<file path="config.mk">
export PLATFORM = sky130hd
export DESIGN_NAME = ex_muldiv_unit
export DESIGN_NICKNAME = d
export VERILOG_FILES = /design/src/rtl/ex_muldiv_unit.sv
export SDC_FILE = /design/constraint.sdc
export NUM_CORES = 2
export LEC_CHECK = 0
export CAP_MARGIN = 20
export CORE_MARGIN = 2
export CORE_UTILIZATION = 65
export CTS_BUF_LIST = sky130_fd_sc_hd__clkbuf_16
export CTS_CLUSTER_DIAMETER = 30
export CTS_CLUSTER_SIZE = 40
export DETAILED_ROUTE_END_ITERATION = 7
export PLACE_DENSITY = 0.92
export SLEW_MARGIN = 5
export SYNTH_ARGS = -nofsm -noshare
export SYNTH_HDL_FRONTEND = slang
export SYNTH_SLANG_ARGS = --single-unit
</file>
<file path="constraint.sdc">
create_clock -name clk -period 11.72 [get_ports clk]
set_input_delay 1.172 -clock clk [delete_from_list [all_inputs] [get_ports clk]]
set_output_delay 1.172 -clock clk [all_outputs]
set_load 0.02 [all_outputs]
</file>
<file path="src/rtl/ex_muldiv_unit.sv">
// ex_muldiv_unit: multi-cycle RV32M/RV64M multiply/divide execute unit.
// Multiplies finish after MUL_STAGES cycles; divides run XLEN/DIV_BITS
// restoring iterations on operand magnitudes, with the sign fix-up applied
// as the final iteration's result is written.
// Optional feature macro: MULDIV_EARLY_OUT_EN -- when defined, a divide
// whose dividend magnitude is below the divisor magnitude skips iteration.
// Handshake: a transfer happens on a rising edge where valid && ready;
// req_ready is high only in IDLE, resp_valid only in DONE, and resp_data /
// resp_rd are held stable until the DONE handshake (or a flush) completes.
module ex_muldiv_unit #(
  parameter int XLEN       = 32,
  parameter int MUL_STAGES = 2,
  parameter int DIV_BITS   = 1
) (
  input  logic            clk,
  input  logic            rst,
  input  logic            flush,
  input  logic            req_valid,
  output logic            req_ready,
  input  logic [2:0]      req_op,
  input  logic [XLEN-1:0] req_a,
  input  logic [XLEN-1:0] req_b,
  input  logic [4:0]      req_rd,
  output logic            resp_valid,
  input  logic            resp_ready,
  output logic [XLEN-1:0] resp_data,
  output logic [4:0]      resp_rd,
  output logic            busy,
  output logic [1:0]      dbg_state
);
  localparam int N  = XLEN / DIV_BITS;
  localparam int CW = $clog2(N + MUL_STAGES + 1);
  localparam logic [XLEN-1:0] MIN_NEG = {1'b1, {(XLEN-1){1'b0}}};

  typedef enum logic [1:0] {S_IDLE = 2'd0, S_MUL = 2'd1, S_DIV = 2'd2, S_DONE = 2'd3} state_t;
  state_t state, state_n;

  logic [2:0]      op_q;
  logic [XLEN-1:0] a_q, b_q, rem_q;
  logic            q_neg, r_neg;
  logic [CW-1:0]   cnt;

  logic            accept, is_div, div_signed, a_neg, b_neg, b_zero, ovf, early, special;
  logic [XLEN-1:0] mag_a, mag_b, special_res;
  logic [XLEN-1:0] quo_n, rem_n, div_res;
  logic [XLEN:0]   trial;

  // Full 2*XLEN product with operand signedness selected by funct3.
  function automatic logic [XLEN-1:0] mul_result(input logic [2:0] op,
                                                 input logic [XLEN-1:0] a,
                                                 input logic [XLEN-1:0] b);
    logic [2*XLEN-1:0] ax, bx, p;
    ax = {{XLEN{((op == 3'd1) || (op == 3'd2)) && a[XLEN-1]}}, a};
    bx = {{XLEN{(op == 3'd1) && b[XLEN-1]}}, b};
    p  = ax * bx;
    return (op[1:0] == 2'd0) ? p[XLEN-1:0] : p[2*XLEN-1:XLEN];
  endfunction

  assign req_ready  = (state == S_IDLE);
  assign resp_valid = (state == S_DONE);
  assign busy       = (state != S_IDLE);
  assign dbg_state  = state;

  // Request decode: operand magnitudes and the divide special cases.
  always_comb begin
    accept     = req_valid && req_ready && !flush;
    is_div     = req_op[2];
    div_signed = is_div && !req_op[0];
    a_neg      = div_signed && req_a[XLEN-1];
    b_neg      = div_signed && req_b[XLEN-1];
    mag_a      = a_neg ? -req_a : req_a;
    mag_b      = b_neg ? -req_b : req_b;
    b_zero     = (req_b == '0);
    ovf        = div_signed && (req_a == MIN_NEG) && (req_b == '1);
`ifdef MULDIV_EARLY_OUT_EN
    early      = is_div && !b_zero && !ovf && (mag_a < mag_b);
`else
    early      = 1'b0;
`endif
    special    = is_div && (b_zero || ovf || early);
    // req_op[1] selects the remainder variants (REM/REMU)
    if (b_zero)   special_res = req_op[1] ? req_a : '1;
    else if (ovf) special_res = req_op[1] ? '0 : req_a;
    else          special_res = req_op[1] ? req_a : '0;
  end

  // Restoring divide step: DIV_BITS quotient bits per cycle, then sign fix-up.
  always_comb begin
    rem_n = rem_q;
    quo_n = a_q;
    trial = '0;
    for (int i = 0; i < DIV_BITS; i++) begin
      trial = {rem_n, quo_n[XLEN-1]};
      quo_n = {quo_n[XLEN-2:0], 1'b0};
      if (trial >= {1'b0, b_q}) begin
        trial    = trial - {1'b0, b_q};
        quo_n[0] = 1'b1;
      end
      rem_n = trial[XLEN-1:0];
    end
    if (op_q[1]) div_res = r_neg ? -rem_n : rem_n;
    else         div_res = q_neg ? -quo_n : quo_n;
  end

  // State register.
  always_ff @(posedge clk or negedge rst) begin
    if (!rst) state <= S_IDLE;
    else      state <= state_n;
  end

  // Next-state logic; flush overrides everything, including a DONE handshake.
  always_comb begin
    state_n = state;
    case (state)
      S_IDLE: if (accept) begin
        if (special)              state_n = S_DONE;
        else if (is_div)          state_n = S_DIV;
        else if (MUL_STAGES == 1) state_n = S_DONE;
        else                      state_n = S_MUL;
      end
      S_MUL:  if (cnt == '0) state_n = S_DONE;
      S_DIV:  if (cnt == '0) state_n = S_DONE;
      S_DONE: if (resp_ready) state_n = S_IDLE;
      default: state_n = S_IDLE;
    endcase
    if (flush) state_n = S_IDLE;
  end

  // Operand capture, iteration datapath, counter and result register.
  always_ff @(posedge clk or negedge rst) begin
    if (!rst) begin
      op_q      <= '0;
      a_q       <= '0;
      b_q       <= '0;
      rem_q     <= '0;
      q_neg     <= 1'b0;
      r_neg     <= 1'b0;
      cnt       <= '0;
      resp_data <= '0;
      resp_rd   <= '0;
    end else if (flush) begin
      cnt <= '0;
    end else begin
      case (state)
        S_IDLE: if (accept) begin
          op_q    <= req_op;
          resp_rd <= req_rd;
          q_neg   <= a_neg ^ b_neg;
          r_neg   <= a_neg;
          rem_q   <= '0;
          if (is_div) begin
            a_q <= mag_a;
            b_q <= mag_b;
            cnt <= CW'(N - 1);
          end else begin
            a_q <= req_a;
            b_q <= req_b;
            cnt <= CW'((MUL_STAGES >= 2) ? (MUL_STAGES - 2) : 0);
          end
          if (special)                            resp_data <= special_res;
          else if (!is_div && (MUL_STAGES == 1)) resp_data <= mul_result(req_op, req_a, req_b);
        end
        S_MUL: begin
          if (cnt == '0) resp_data <= mul_result(op_q, a_q, b_q);
          else           cnt <= cnt - CW'(1);
        end
        S_DIV: begin
          a_q   <= quo_n;
          rem_q <= rem_n;
          if (cnt == '0) resp_data <= div_res;
          else           cnt <= cnt - CW'(1);
        end
        default: ;
      endcase
    end
  end
endmodule
</file>
Yosys cells after proc, flatten, opt, wreduce, memory -nomap -nowiden
Index checks and enable logic that the tools add are counted.
{"block": "op_classes", "n_addsub": 6, "n_mul": 1, "order_cmp": 1, "eq_ne": 15, "muxes": 36, "bitwise": 2, "reduce_logical": 28}
{"cell": "$mux 32", "n": 20}
{"cell": "$neg 32->32", "n": 4}
{"cell": "$pmux 32 s2", "n": 2}
{"cell": "$pmux 32 s3", "n": 1}
{"cell": "$eq 32x32->1 const B", "n": 2}
{"cell": "$mul 33x33->64", "n": 1}
{"cell": "$ge 33x32->1", "n": 1}
{"cell": "$logic_not 32->1", "n": 1}
{"cell": "$sub 32x32->32", "n": 1}
{"cell": "$mux 6", "n": 3}
{"cell": "$mux 2", "n": 6}
{"cell": "$pmux 6 s2", "n": 1}
{"cell": "$reduce_and 3->1", "n": 4}
{"cell": "$logic_and 1x1->1", "n": 10}
{"cell": "$logic_not 6->1", "n": 1}
{"cell": "$ne 3x2->1 const B", "n": 2}
{"cell": "$pmux 2 s3", "n": 1}
{"cell": "$reduce_and 6->1", "n": 1}
{"cell": "$reduce_bool 3->1", "n": 2}
{"cell": "$sub 6x1->6 const B", "n": 1}
{"cell": "$mux 5", "n": 1}
{"cell": "$eq 2x2->1 const B", "n": 2}
{"cell": "$logic_not 2->1", "n": 2}
{"cell": "$ne 2x1->1 const B", "n": 2}
{"cell": "13 further kinds", "n": 17}
{"block": "word_totals", "regBits": 146, "inputBits": 77, "out_inout_bits": 42}

Depth between registers and ports, before layout
{"block": "depth", "word_depth": 10, "ltp_mapped": 33, "mapped_depth_nobuf": 31}

Worst setup path before layout
No wires, ideal clock.
{"block": "synth_timing", "path_kind": "register to register", "from": "register op_q[1]", "to": "register resp_data[28]", "setup_ns": 0.128, "arrival_ns": 8.671, "slack_ns": 2.921, "stages_incl_launch_ff": 33, "path_buffers": 1, "path_cell_list": "dfrtp_1 clkbuf_1 xnor2_1 nor3_1 nand2_1 inv_1 fa_1 inv_1 fa_1 inv_1 fa_1 inv_1 fa_1 inv_1 fa_1 fa_1 fa_1 inv_1 fa_1 inv_1 ha_1 a21o_1 a21o_1 a21o_1 a21oi_1 nor2b_1 o21ai_0 nand2b_1 a221o_1 a31oi_1 xnor2_1 a221oi_1 nor3_1"}
{"block": "synth_via", "elab_chain_len": 7}
{"element": "from (decl)", "line_no": "38", "rtl": "logic [2:0] op_q;"}
{"element": "from (signal assigned)", "line_no": "146", "rtl": "op_q <= req_op;"}
{"element": "$eq 3x1->1 or $eq 3x2->1 (tied branches)", "line_no": "53, 54"}
{"element": "$logic_or 1x1->1", "line_no": "53", "rtl": "ax = {{XLEN{((op == 3'd1) || (op == 3'd2)) && a[XLEN-1]}}, a};"}
{"element": "$logic_and 1x1->1", "line_no": "53"}
{"element": "$mul 33x33->64", "line_no": "55", "rtl": "p = ax * bx;"}
{"element": "$mux 32", "line_no": "56", "rtl": "return (op[1:0] == 2'd0) ? p[XLEN-1:0] : p[2*XLEN-1:XLEN];"}
{"element": "$mux 32", "line_no": "164", "rtl": "if (cnt == '0) resp_data <= mul_result(op_q, a_q, b_q);"}
{"element": "$pmux 32 s3 *", "line_no": "144", "rtl": "case (state)"}
{"element": "to (signal assigned)", "line_no": "161", "rtl": "else if (!is_div && (MUL_STAGES == 1)) resp_data <= mul_result(req_op, req_a, req_b);"}
{"element": "to (signal assigned)", "line_no": "164"}
{"element": "to (signal assigned)", "line_no": "170", "rtl": "if (cnt == '0) resp_data <= div_res;"}
{"element": "to (decl)", "line_no": "26", "rtl": "output logic [XLEN-1:0] resp_data,"}
Every way passes the cells marked *; elsewhere a longest branch is shown, timed or not. The select of a mux whose other input is x is not followed.
A chain may end at the register's enable or synchronous reset.

Final worst setup path
{"block": "layout_timing", "from": "register b_q[1]", "to": "register resp_data[28]"}
{"block": "layout_via", "elab_chain_len": 7}
{"element": "from (decl)", "line_no": "39", "rtl": "logic [XLEN-1:0] a_q, b_q, rem_q;"}
{"element": "from (signal assigned)", "line_no": "153", "rtl": "b_q <= mag_b;"}
{"element": "from (signal assigned)", "line_no": "157", "rtl": "b_q <= req_b;"}
{"element": "$sub 32x32->32 or $ge 33x32->1 (tied branches)", "line_no": "96, 95"}
{"element": "$mux 32 or $mux 1 (tied branches)", "line_no": "95", "rtl": "if (trial >= {1'b0, b_q}) begin"}
{"element": "$neg 32->32, on equally long branches", "line_no": "101, 102"}
{"element": "$mux 32, on equally long branches", "line_no": "101, 102"}
{"element": "$mux 32", "line_no": "101", "rtl": "if (op_q[1]) div_res = r_neg ? -rem_n : rem_n;"}
{"element": "$mux 32", "line_no": "170"}
{"element": "$pmux 32 s3 *", "line_no": "144"}
{"element": "to (signal assigned)", "line_no": "160", "rtl": "if (special) resp_data <= special_res;"}
{"element": "to (signal assigned)", "line_no": "161"}
{"element": "to (signal assigned)", "line_no": "170"}
Marked as above.

==> impl_results.rst <==
.. list-table::
   :header-rows: 1

   * - Metric
     - Value
   * - Status
     - complete, no violations
   * - TritonCTS sink count
     - 146
   * - Setup WS pre-CTS
     - between 1.5 and 2 ns
   * - Initial antenna violation count
     - 9
   * - Sequential area share after synthesis
     - 7.26%
   * - Sum of met2 wire segment lengths after detailed routing
     - about 74,000 um
   * - Synthesis-to-layout area growth
     - 4.96%
   * - Effective utilization at floorplan
     - 65.3%
   * - Cell with the biggest individual delay on the critical path
     - sky130_fd_sc_hd__dfrtp_1
   * - Number of CTS-inserted buffers
     - 17
   * - Worst flop-to-flop path endpoint
     - resp_data[28]$_DFFE_PN0P_
   * - Count of mapped cells out of synthesis
     - approximately 6,000
   * - Number of distinct library cells after synthesis
     - between 80 and 90
   * - Yosys warns
     - 0
   * - Clock H-tree levels
     - 4
   * - Worst-case register-to-register setup slack
     - 1.56 ns
   * - Portion of the clock cycle consumed by the worst path in the final layout
     - 86.7%
   * - Commonest cells after routing, fill and taps aside
     - sky130_fd_sc_hd__inv_1, sky130_fd_sc_hd__fa_1, sky130_fd_sc_hd__nand2_1
   * - Total setup violations reported at the end of the flow
     - 0
   * - Row count
     - 102
   * - Largest net degree at the start of global routing
     - 100
   * - Die Footprint
     - roughly 80,000 um^2
   * - Type of the most critical hold path
     - reg2reg
   * - Hold violation count in the final report
     - 0
   * - Fraction of final layout cells with drive strength greater than 1
     - 3.10%
   * - Detailed-routed wire length on met3
     - about 21,000 um
   * - Setup Total Neg Slack
     - 0 ns
   * - Max cap viols
     - 0
   * - Clock latency reported for the late side of the worst-skew pair
     - ~0.45 ns
   * - Post-synth EDFFs
     - 0
   * - Count of unresolved DRC violations after routing
     - 0
   * - Post-CTS setup-driven buffer insertion count
     - 0
   * - Top routing layer in use
     - met5
   * - Worst Path Required
     - between 10 and 15 ns
   * - Via-to-Cell Ratio
     - around 6.3
   * - CTS Hold Bufs
     - 0
   * - Clock Path Buffers
     - 2
   * - Nets in the synthesized netlist
     - around 7,300
   * - Avg Synthesized Cell Area
     - about 8.6 um^2
   * - Detailed-routing wirelength on met1
     - roughly 54,000 um
   * - Number of nets with antenna violations after detailed routing
     - 0
   * - Stage delay of the slowest cell on the critical path
     - 1.03 ns
   * - Via count
     - roughly 43,000
   * - Fmax achieved
     - about 0.098 GHz
   * - Rel. slew slack
     - between 20% and 30%
   * - Shortest period the worst path allows
     - 10.16 ns
   * - Post-synthesis register bit count
     - between 100 and 150
   * - Die span in y
     - 282 um
   * - Number of nets at the end of the flow
     - 7,219
   * - Cell area after synthesis
     - slightly above 50,000 um^2
   * - Dominant synthesized flop cell
     - sky130_fd_sc_hd__dfrtp_1
   * - DRC violation total after the first TritonRoute iteration
     - between 4,000 and 5,000
   * - Total Routed Length
     - approximately 160,000 um
   * - Global placer's final weighted congestion
     - about 1.0
   * - First-pass GRT wire length
     - 255,000 um
   * - Port Buf Inserts
     - between 100 and 150
   * - CTS tree
     - done
   * - Startpoint of the most critical hold path
     - b_q[29]$_DFFE_PN0P_
   * - Post-CTS clock slew at the launch and capture registers of the worst setup and hold paths
     - 0.07 ns
   * - Actual transition at the worst max-transition pin
     - ~1.2 ns
   * - Total of fill cells in the finished design
     - ~5,700
   * - Number of instances resized during post-cts repair
     - 0
   * - Overall routing resource usage
     - around 42%
   * - Post-detailed-placement half-perimeter wirelength
     - 129,000 um
   * - Arrival @ worst endpoint
     - between 10 and 15 ns
   * - Min-Delay Endpoint
     - b_q[29]$_DFFE_PN0P_
   * - Fraction of registers with async set/reset
     - between 90% and 100%
   * - Fraction of the core area covered by cells at the end of the flow
     - ~70%
   * - Origin of the critical flop-to-flop path
     - b_q[1]$_DFFE_PN0P_
   * - Least setup slack across all paths after layout
     - ~1.6 ns
   * - Multi-input logic area
     - 40,700 um^2
   * - Most common library cell in the layout ignoring fill and taps
     - sky130_fd_sc_hd__inv_1
   * - Area taken by flip-flops and latches
     - 3650 um^2
   * - Overflow left after global routing
     - 0
   * - Die outline width
     - 282 um
   * - Type of destination of the critical path
     - flop
   * - Number of detailed-routing iterations run before antenna repair
     - 7
   * - Floorplan core area
     - just under 80,000 um^2
   * - Root Buffer Master
     - sky130_fd_sc_hd__clkbuf_16
   * - Highest net fanout along the worst path
     - 32
   * - I/O pin count
     - between 100 and 150
   * - Via count of the first global-routing pass
     - roughly 46,000
   * - Critical path class
     - reg2reg
   * - Clock skew after layout
     - 0.0114 ns
   * - Number of slew-limit violations in the final report
     - 0
   * - Depth of the worst hold-timing path
     - 2
   * - Most frequent cell on the critical path
     - sky130_fd_sc_hd__fa_1
   * - Number of cell instances on the worst register-to-register path
     - 29
   * - Average routed wire per standard cell
     - 23.7 um
   * - Unrepaired setup endpoints after global routing
     - false
   * - Startpoint type of the worst setup path
     - flop
==> cell type report <==
| type | count | area share, % |
|---|---|---|
| multi-input combinational | 4136 | 77.0 |
| inverter | 1247 | 8.86 |
| sequential | 146 | 6.91 |
| timing repair buffer | 211 | 3.60 |
| tap | 1040 | 2.46 |
| clock buffer | 17 | 0.805 |
| clock inverter | 15 | 0.348 |
| antenna | 9 | 0.0426 |
==> logic make-up (layout without fill, tap and decap cells) <==
kind of cell    after synthesis  after routing  synth area share [%]
flops                       146            146                  7.26
mux                          38             38                 0.785
compound gates              737            737                  9.09
buf+inv                    1603           1490                  12.0
xor+xnor                    205            205                  3.57
simple gates               1773           1773                  16.2
other cells                   0              9                     0
fa+ha+maj                  1383           1383                  51.1
==> worst max path at each step <==
stage / start / slack [ns] / cells past startpoint / to
after CTS: b_q[1]$_DFFE_PN0P_ / 1.69 / 29 / resp_data[28]$_DFFE_PN0P_
after detailed placement: b_q[1]$_DFFE_PN0P_ / 1.71 / 29 / resp_data[28]$_DFFE_PN0P_
after floorplan: op_q[1]$_DFFE_PN0P_ / 2.92 / 32 / resp_data[28]$_DFFE_PN0P_
after global routing: b_q[1]$_DFFE_PN0P_ / 1.15 / 29 / resp_data[28]$_DFFE_PN0P_
after global placement: b_q[1]$_DFFE_PN0P_ / 2.02 / 29 / resp_data[28]$_DFFE_PN0P_
final: b_q[1]$_DFFE_PN0P_ / 1.56 / 29 / resp_data[28]$_DFFE_PN0P_
==> flip-flops by register name (all words and copies together), names as in the netlist <==
signal,count
a_q,32
b_q,32
rem_q,32
resp_data,32
cnt,6
resp_rd,5
op_q,3
dbg_state,2
q_neg,1
r_neg,1
==> worst max-delay path: cells and delay by family, from the launching register on <==
kind	cells	cell delay (ns)
DFF	1	1.03
xor gates and xnor gates	1	0.09
buffers and inverters	7	1.80
AOI/OAI and AO/OA	8	1.70
adders and majority gates	9	4.54
and+or+nand+nor	4	0.86
==> cells in the mapped netlist, types with 23 or more instances <==
cell type	n	share of area, %
sky130_fd_sc_hd__fa_1	1126	45
sky130_fd_sc_hd__a211oi_1	24	0.36
sky130_fd_sc_hd__o21ai_0	206	2.0
sky130_fd_sc_hd__xnor2_1	132	2.3
sky130_fd_sc_hd__inv_1	1245	9.3
sky130_fd_sc_hd__nand2b_1	24	0.30
sky130_fd_sc_hd__xor2_1	73	1.3
sky130_fd_sc_hd__a21oi_1	223	2.2
sky130_fd_sc_hd__o31ai_1	33	0.49
sky130_fd_sc_hd__clkbuf_1	299	2.2
sky130_fd_sc_hd__nand2_1	962	7.2
sky130_fd_sc_hd__a21o_1	59	0.88
sky130_fd_sc_hd__mux2i_1	26	0.52
sky130_fd_sc_hd__or3_1	28	0.35
sky130_fd_sc_hd__nor2_1	211	1.6
sky130_fd_sc_hd__nor4_1	24	0.30
sky130_fd_sc_hd__a31oi_1	33	0.41
sky130_fd_sc_hd__nand3_1	44	0.44
sky130_fd_sc_hd__and2_1	278	3.5
sky130_fd_sc_hd__ha_1	257	6.4
sky130_fd_sc_hd__nor3_1	61	0.61
sky130_fd_sc_hd__buf_1	47	0.35
sky130_fd_sc_hd__a221oi_1	23	0.40
sky130_fd_sc_hd__dfrtp_1	146	7.3
==> per-layer routing <==
metal,GRT usage (%),vias to the layer above
li1,-,17600
met1,51.1,21200
met2,66.8,3196
met3,12.4,921
met4,25.6,6
met5,0,-
==> per-stage QoR <==
stage | instances | hold slack [ns] | instance area [um^2]
2_1_floorplan | 5885 | 0.476 | 50400
3_3_place_gp | 6778 | 0.463 | 52200
3_5_place_dp | 6779 | 0.470 | 52200
4_1_cts | 6811 | 0.490 | 52800
5_1_grt | 6813 | 0.522 | 52800
6_report | 6821 | 0.490 | 52900
Power is left out: the tool's default activity adds up to more than one toggle a clock period on the data nets, which glitch-free logic cannot reach.
